**config.mk**
```make
export PLATFORM = sky130hd
export DESIGN_NAME = rate_divider_bank
export DESIGN_NICKNAME = d
export VERILOG_FILES = /design/src/rtl/rate_divider_bank_pkg.sv /design/src/rtl/rate_divider_bank_channel.sv /design/src/rtl/rate_divider_bank.sv
export SDC_FILE = /design/constraint.sdc
export NUM_CORES = 1
export LEC_CHECK = 0
export CORE_MARGIN = 3
export CORE_UTILIZATION = 55
export DETAILED_ROUTE_END_ITERATION = 7
export GPL_TIMING_DRIVEN = 0
export MAX_ROUTING_LAYER = met4
export PLACE_DENSITY = 0.72
export SYNTH_ARGS = -nofsm -noshare
export SYNTH_HDL_FRONTEND = slang
export SYNTH_HIERARCHICAL = 1
export SYNTH_SLANG_ARGS = --single-unit
```
**constraint.sdc**
```tcl
create_clock -name clock_in -period 5.35 [get_ports clock_in]
set_input_delay 0.535 -clock clock_in [delete_from_list [all_inputs] [get_ports clock_in]]
set_output_delay 0.535 -clock clock_in [all_outputs]
set_load 0.01 [all_outputs]
```
**src/rtl/rate_divider_bank_pkg.sv**
```systemverilog
// Shared constants for the rate divider bank: output modes, default width, channel-index width.
// No logic, no latency.
// No flow control.
package rate_div_pkg;

    localparam logic MODE_PULSE  = 1'b0;
    localparam logic MODE_SQUARE = 1'b1;

    localparam int DEF_WIDTH = 26;

    // An index bus is never narrower than one bit, even for a single channel.
    function automatic int chan_w(input int n);
        return (n > 1) ? $clog2(n) : 1;
    endfunction

endpackage

```
**src/rtl/rate_divider_bank_channel.sv**
```systemverilog
// One divider channel: down-counter, divisor/mode registers, registered tick/square output.
// Latency: a terminal count shows on clock_out one cycle later; a write applies on the next edge.
// Backpressure: with RATE_DIV_SHADOW_EN a retune of a running channel waits in a shadow until its terminal.
module rate_divider_channel
    import rate_div_pkg::*;
#(
    parameter int WIDTH = DEF_WIDTH
) (
    input  logic             clock_in,
    input  logic             clear,
    input  logic             active,
    input  logic             wr_stb,
    input  logic [WIDTH-1:0] wr_divisor,
    input  logic             wr_mode,
    output logic             clock_out,
    output logic             pending
);

    localparam logic [WIDTH-1:0] ONE = WIDTH'(1);

    logic [WIDTH-1:0] div;
    logic [WIDTH-1:0] cnt;
    logic [WIDTH-1:0] nxt_cnt;
    logic             mode;
    logic             live;
    logic             term;
    logic             nxt_out;

    assign live = active && (div != '0);
    assign term = live && (cnt == '0);

    function automatic logic [WIDTH-1:0] first_cnt(input logic [WIDTH-1:0] d);
        return (d == '0) ? '0 : d - ONE;
    endfunction

    always_comb begin
        nxt_cnt = cnt;
        nxt_out = (mode == MODE_SQUARE) ? clock_out : 1'b0;
        if (term) begin
            nxt_cnt = div - ONE;
            nxt_out = (mode == MODE_SQUARE) ? ~clock_out : 1'b1;
        end else if (live) begin
            nxt_cnt = cnt - ONE;
        end
    end

`ifdef RATE_DIV_SHADOW_EN
    logic [WIDTH-1:0] sh_div;
    logic             sh_mode;

    always_ff @(posedge clock_in or posedge clear) begin
        if (clear) begin
            div       <= '0;
            cnt       <= '0;
            mode      <= MODE_PULSE;
            clock_out <= 1'b0;
            sh_div    <= '0;
            sh_mode   <= MODE_PULSE;
            pending   <= 1'b0;
        end else if (wr_stb && !live) begin
            div       <= wr_divisor;
            mode      <= wr_mode;
            cnt       <= first_cnt(wr_divisor);
            clock_out <= 1'b0;
        end else if (pending && !live) begin
            div       <= sh_div;
            mode      <= sh_mode;
            cnt       <= first_cnt(sh_div);
            clock_out <= 1'b0;
            pending   <= 1'b0;
        end else begin
            if (wr_stb) begin
                sh_div  <= wr_divisor;
                sh_mode <= wr_mode;
                pending <= 1'b1;
            end
            // The closing terminal still ticks with the old setting; the new period starts right after it.
            if (term && pending) begin
                div       <= sh_div;
                mode      <= sh_mode;
                cnt       <= first_cnt(sh_div);
                clock_out <= (sh_div == '0) ? 1'b0 : nxt_out;
                pending   <= 1'b0;
            end else begin
                cnt       <= nxt_cnt;
                clock_out <= nxt_out;
            end
        end
    end
`else
    assign pending = 1'b0;

    always_ff @(posedge clock_in or posedge clear) begin
        if (clear) begin
            div       <= '0;
            cnt       <= '0;
            mode      <= MODE_PULSE;
            clock_out <= 1'b0;
        end else if (wr_stb) begin
            div       <= wr_divisor;
            mode      <= wr_mode;
            cnt       <= first_cnt(wr_divisor);
            clock_out <= 1'b0;
        end else begin
            cnt       <= nxt_cnt;
            clock_out <= nxt_out;
        end
    end
`endif

endmodule

```
**src/rtl/rate_divider_bank.sv**
```systemverilog
// Multi-channel rate divider: per-channel enable ticks or 50% squares at clock_in/D (shadow retune: RATE_DIV_SHADOW_EN).
// Latency: outputs registered, one cycle after each terminal count; writes land on the next edge.
// Backpressure: wr_ready drops while the addressed channel holds a pending shadow write.
module rate_divider_bank
    import rate_div_pkg::*;
#(
    parameter int CHANNELS = 4,
    parameter int WIDTH    = DEF_WIDTH
) (
    input  logic                        clock_in,
    input  logic                        clear,
    input  logic                        enable,
    input  logic [CHANNELS-1:0]         ch_enable,
    input  logic                        wr_valid,
    output logic                        wr_ready,
    input  logic [chan_w(CHANNELS)-1:0] wr_chan,
    input  logic [WIDTH-1:0]            wr_divisor,
    input  logic                        wr_mode,
    output logic [CHANNELS-1:0]         clock_out,
    output logic [CHANNELS-1:0]         pending
);

    localparam int CW = chan_w(CHANNELS);

    logic wr_acc;

`ifdef RATE_DIV_SHADOW_EN
    // Padding to the full index range makes out-of-range channels read as never pending.
    logic [2**CW-1:0] pend_pad;
    assign pend_pad = (2**CW)'(pending);
    assign wr_ready = ~pend_pad[wr_chan];
`else
    assign wr_ready = 1'b1;
`endif

    assign wr_acc = wr_valid && wr_ready;

    for (genvar i = 0; i < CHANNELS; i++) begin : g_ch
        rate_divider_channel #(
            .WIDTH(WIDTH)
        ) u_ch (
            .clock_in  (clock_in),
            .clear     (clear),
            .active    (enable && ch_enable[i]),
            .wr_stb    (wr_acc && (wr_chan == CW'(i))),
            .wr_divisor(wr_divisor),
            .wr_mode   (wr_mode),
            .clock_out (clock_out[i]),
            .pending   (pending[i])
        );
    end

endmodule

```
; Yosys cells after proc, flatten, opt, wreduce, memory -nomap -nowiden
; Index checks and enable logic that the tools add are counted.
[totals]
word_cells = 95
register_bits = 216
latchBits = 0
memories = 0
romBits = 0
in_bits = 37
out_inout_bits = 9
mem_bits_rw = 0
[classes]
shifts = 0
bitwise_logic = 4
magnitude_cmp = 0
multipliers = 0
muxes = 29
eq_ne = 7
add_sub_neg = 9
reduce_logical = 30
n_div = 0
[op_table]
columns = operator, n
row1 = $mux W26, 13
row2 = $sub A26 B1 Y26 const B, 9
row3 = $logic_not A26 Y1, 5
row4 = $reduce_bool A26 Y1, 4
row5 = $logic_and A1 B1 Y1, 16
row6 = $mux W1, 16
row7 = $ne A3 B2 Y1 const B, 4
row8 = $reduce_bool A3 Y1, 4
row9 = $eq A2 B2 Y1 const B, 2
row10 = $not A1 Y1, 4
row11 = $eq A2 B1 Y1 const B, 1
row12 = $logic_not A2 Y1, 1

; Logic depth before layout (Yosys ltp)
[depth]
depth_word = 5
ltp_mapped = 14
depth_no_buf = 13

; Cells and area by module
; The synthesis kept the hierarchy.
[modules_own_cells]
columns = mod, seq_area_each_um2, area_each_um2, cells_per_inst, n_inst
row1 = rate_divider_channel (g_ch[2].u_ch ...), 1351.3, 3967.6, 458, 2
row2 = rate_divider_channel (g_ch[0].u_ch ...), 1351.3, 3913.8, 452, 2
row3 = rate_divider_bank, 0.0, 73.8, 10, 1

; Worst setup path before layout
; No wires, ideal clock.
[synth_timing]
kind = register -> register
start = register g_ch[0].u_ch.div[20]
end = register g_ch[0].u_ch.cnt[14]
path_slack_ps = 1332
stages_incl_launch_ff = 14
setup_time_ps = 126
arrival_ps = 3892
t_required_ps = 5224
path_buffers = 1
period_less_slack_ps = 4018
path_cell_list = dfrtp_1 or4_1 or3_1 nor3_1 nor2_1 clkbuf_1 a21oi_1 ha_1 nor3b_1 nand4b_1 a21oi_1 nand2_1 mux2_2 a311o_1
[synth_via]
elab_chain_len = 5
word_cells_on_any_way = 6
classes_between = mux (2) / reduce/logical (4)
[synth_lines]
columns = element, line
row1 = from (decl), rate_divider_bank_channel.sv:21  ; logic [WIDTH-1:0] div;
row2 = from (signal assigned), rate_divider_bank_channel.sv:100  ; div <= wr_divisor;
row3 = $reduce_bool A26 Y1 *, rate_divider_bank_channel.sv:29  ; assign live = active && (div != '0);
row4 = $logic_and A1 B1 Y1 *, rate_divider_bank_channel.sv:29
row5 = $logic_and A1 B1 Y1, rate_divider_bank_channel.sv:30  ; assign term = live && (cnt == '0);
row6 = $mux W26, rate_divider_bank_channel.sv:39  ; if (term) begin
row7 = $mux W26, rate_divider_bank_channel.sv:99  ; end else if (wr_stb) begin
row8 = to (signal assigned), rate_divider_bank_channel.sv:102  ; cnt <= first_cnt(wr_divisor);
row9 = to (signal assigned), rate_divider_bank_channel.sv:105  ; cnt <= nxt_cnt;
row10 = to (decl), rate_divider_bank_channel.sv:22  ; logic [WIDTH-1:0] cnt;
; Mark *: on every way between the ends. The rest lies on a longest branch, timed or not.
; A chain may end at the register's enable or synchronous reset.

; Worst setup path in the final report
[layout_timing]
start = input port enable
end = register g_ch[0].u_ch.cnt[14]
[layout_via]
elab_chain_len = 5
word_cells_on_any_way = 6
classes_between = mux (2) / reduce/logical (4)
[layout_lines]
columns = element, line
row1 = from (decl), rate_divider_bank.sv:12  ; input logic enable,
row2 = $logic_and A1 B1 Y1 *, rate_divider_bank.sv:44  ; .active (enable && ch_enable[i]),
row3 = $logic_and A1 B1 Y1 *, rate_divider_bank_channel.sv:29
row4 = $logic_and A1 B1 Y1, rate_divider_bank_channel.sv:30
row5 = $mux W26, rate_divider_bank_channel.sv:39
row6 = $mux W26, rate_divider_bank_channel.sv:99
; Marked as above.

==> flow_metrics.py <==
metrics = {
    "yosys": {
        "syn_nets": 1875,
        "synth_edf_count": 0,
        "ys_ff_latch": 216,
        "syn_avg_cell_area_um2": 8.65,
        "ys_seq_area_frac": 0.341,
        "syn_area_mm2": 0.0158,
        "synth_cell_types": 85,
        "ys.flop_type": "dfrtp_1",
        "synth_cells": 1830,
        "ys_warn_count": 6,
        "postSynth.asyncResetShare": 1.00,
    },
    "drt": {
        "wl_um": 59100,
        "drtIter0Drc": 1926,
        "drt_first_pass_iters": 5,
        "vias_per_cell": 7.16,
        "wire_per_inst_um": 25.8,
        "drt_drc_violations_left": 0,
        "final_antenna_net_count": 0,
        "vias": 16400,
    },
    "worst_setup_path": {
        "crit_path_start_kind": "primary input",
        "r2r_slack_ns": 0.26,
        "arrival_ns": 5.62,
        "path_max_fanout": 10,
        "cp_slowest_stage_delay_ns": 0.82,
        "crit_required_ns": 5.76,
        "critical_path.slowest_cell": "clkdlybuf4s50_1",
        "crit_type": "primary input to register",
        "worstPathCellList": "clkdlybuf4s50_1 > and2_1 > nor3b_1 > and4_1 > nand3_1 > nor2_2 > clkbuf_1 > a21oi_1 > ha_1 > nor3b_2 > nand4b_1 > a21oi_2 > nand2_1 > mux2_2 > a311o_1",
        "end_kind": "register",
    },
    "timing": {
        "finalSetupViolations": 0,
        "hold_ws_ns": 0.512,
        "tns_ns": 0,
        "slew_headroom": 0.0629,
        "period_minus_slack_ns": 5.20,
        "period_share": 0.973,
        "maxSlewViolCount": 0,
        "finalClockSkew_ns": 0.00821,
        "worst_slew_pin_slew_ns": 1.39,
        "hold_viol_final": 0,
        "max_freq_mhz": 192,
        "grt_setup_unrepaired": "no",
    },
    "cells_and_area": {
        "syn_to_final_growth_pct": 11.1,
        "antennaDiodeCount": 0,
        "final_nets": 1946,
        "drive_gt1_frac": 0.123,
        "finish.utilization": 0.627,
        "layout_commonest_cell": "dfrtp_1",
        "layout_common_cells": "216 x dfrtp_1, 180 x nor2_1, 130 x nand2_1",
        "final_cell_area_mm2": 0.0176,
    },
    "clock_tree": {
        "clk_latency_ns": 0.53,
        "clk_path_buf_depth": 3,
        "clock-sinks": 216,
        "postCtsSetupBuffers": 0,
        "cts_hold_buf": 0,
        "clk_pin_slew_worst_paths_ns": 0.06,
        "cts_tree": "built",
        "cts-root-buf": "clkbuf_16",
        "numCtsBuffers": 25,
        "htreeDepth": 1,
    },
    "outcome": {
        "outcome": "finished clean",
    },
    "placed_design": {
        "gp_congestion": 1.01,
        "hpwlAfterDp_um": 41000,
        "place_area_mm2": 0.0168,
        "portBuffers": 40,
    },
    "global_routing": {
        "antenna_found_initial": 0,
        "grt_max_degree": 35,
        "grt_overflow": 0,
        "grt_pass1_vias": 15600,
        "grt_pass1_wl_um": 91000,
        "grt_use_total": 0.384,
    },
    "floorplanning": {
        "die_w_um": 176,
        "num_rows": 61,
        "core_area_mm2": 0.0281,
        "die_area_mm2": 0.0309,
        "io_pins": 46,
        "die_y_um": 176,
        "initial_utilization": 0.564,
    },
    "power": {
        "leakage_nw": 6.47,
        "cellPowerDensity_mw_per_mm2": 296,
        "power.total_mw": 5.21,
        "vdd_ir_drop_max_uv": 254,
    },
    "flow_run": {
        "maxCapViolCount": 0,
    },
    "hold_path": {
        "hold_class": "register to register",
    },
}
critical path: cells and delay by family:
family | cells | cell delay, ns
fa+ha+maj | 1 | 0.24
simple gates | 8 | 2.43
buf+inv | 2 | 1.41
compound gates | 3 | 0.65
mux | 1 | 0.34
state kept, by name (all words and copies together), names as in the netlist:
register	flops
g_ch.u_ch/div	104
g_ch.u_ch/cnt	104
g_ch.u_ch/mode	4
g_ch.u_ch/clock_out	4
power breakdown:
| part | switching (mW) | internal (mW) |
|---|---|---|
| Clock | 0.702 | 0.984 |
| Sequential | 0.450 | 1.93 |
| Combinational | 0.636 | 0.511 |
cell usage after synthesis (16+ instances only):
cell,n,share of area
mux2_2,108,0.077
a22oi_1,22,0.010
nand4_1,30,0.012
and2_1,20,0.0079
and3_1,26,0.010
o221ai_1,18,0.010
o21ai_0,70,0.022
a21oi_1,110,0.035
inv_1,30,0.0071
nand2_1,130,0.031
xnor2_1,58,0.032
dfrtp_1,216,0.34
nor2_1,182,0.043
nor3_1,106,0.033
nand2b_1,16,0.0063
or3_1,36,0.014
clkbuf_1,38,0.0090
a21o_1,24,0.011
mux2i_1,22,0.014
a31oi_1,24,0.0095
a211oi_1,20,0.0095
nor4_1,68,0.027
o22ai_1,18,0.0071
o211ai_1,24,0.011
xor2_1,46,0.025
or4_1,18,0.0085
nand3_1,46,0.015
per-stage QoR:
stage          cells  setup slack, ns
2_1_floorplan   1830             1.33
3_3_place_gp    2248           -0.479
3_5_place_dp    2252           -0.485
4_1_cts         2295           0.0574
5_1_grt         2295           0.0463
6_report        2295            0.146
routing by layer:
metal / vias up / part of all wire / global-route usage
li1: 7136 / - / -
met1: 8010 / 0.41 / 0.525
met2: 1045 / 0.43 / 0.560
met3: 232 / 0.11 / 0.0783
met4: 0 / 0.051 / 0.157
met5: - / 0 / -
path summary, 6_finish.rpt:
kind                                       from                      to  cells after the start
max                                      enable    g_ch[0].u_ch/cnt[14]                     15
min                           g_ch[0].u_ch/mode       g_ch[0].u_ch/mode                      1
max reg2reg                g_ch[1].u_ch/div[10]    g_ch[1].u_ch/cnt[14]                     13
min reg2reg                   g_ch[0].u_ch/mode       g_ch[0].u_ch/mode                      1
max in group asynchronous                 clear    g_ch[0].u_ch/div[18]                      3
min in group asynchronous                 clear  g_ch[1].u_ch/clock_out                      2
layout make-up:
type                            instances  area, um2
Sequential cell                       216       5410
Multi-Input combinational cell       1507       9940
Tap cell                              378        473
Buffer                                 73        388
Timing Repair Buffer                   44        480
Clock buffer                           37        731
Inverter                               34        128
Fill cell                            2526      10500
Clock inverter                          6       55.1
logic make-up (layout without fill, tap and decap cells):
| group | after synthesis | count (layout) | share of synthesized area |
|---|---|---|---|
| XOR/XNOR | 104 | 104 | 0.0575 |
| AND/OR/NAND/NOR | 776 | 776 | 0.259 |
| adder cells (fa/ha/maj) | 8 | 8 | 0.00632 |
| multiplexers | 130 | 130 | 0.0907 |
| other | 5 | 5 | 0.00119 |
| flip-flops | 216 | 216 | 0.341 |
| buffers and inverters | 107 | 194 | 0.0326 |
| AO/OA/AOI/OAI | 484 | 484 | 0.211 |
timing repair:
action,in CTS,in global routing
endpoints found under the setup margin,1,6
gates resized for setup,1,5
gates cloned,0,0
(Power assumes the default switching activity.)
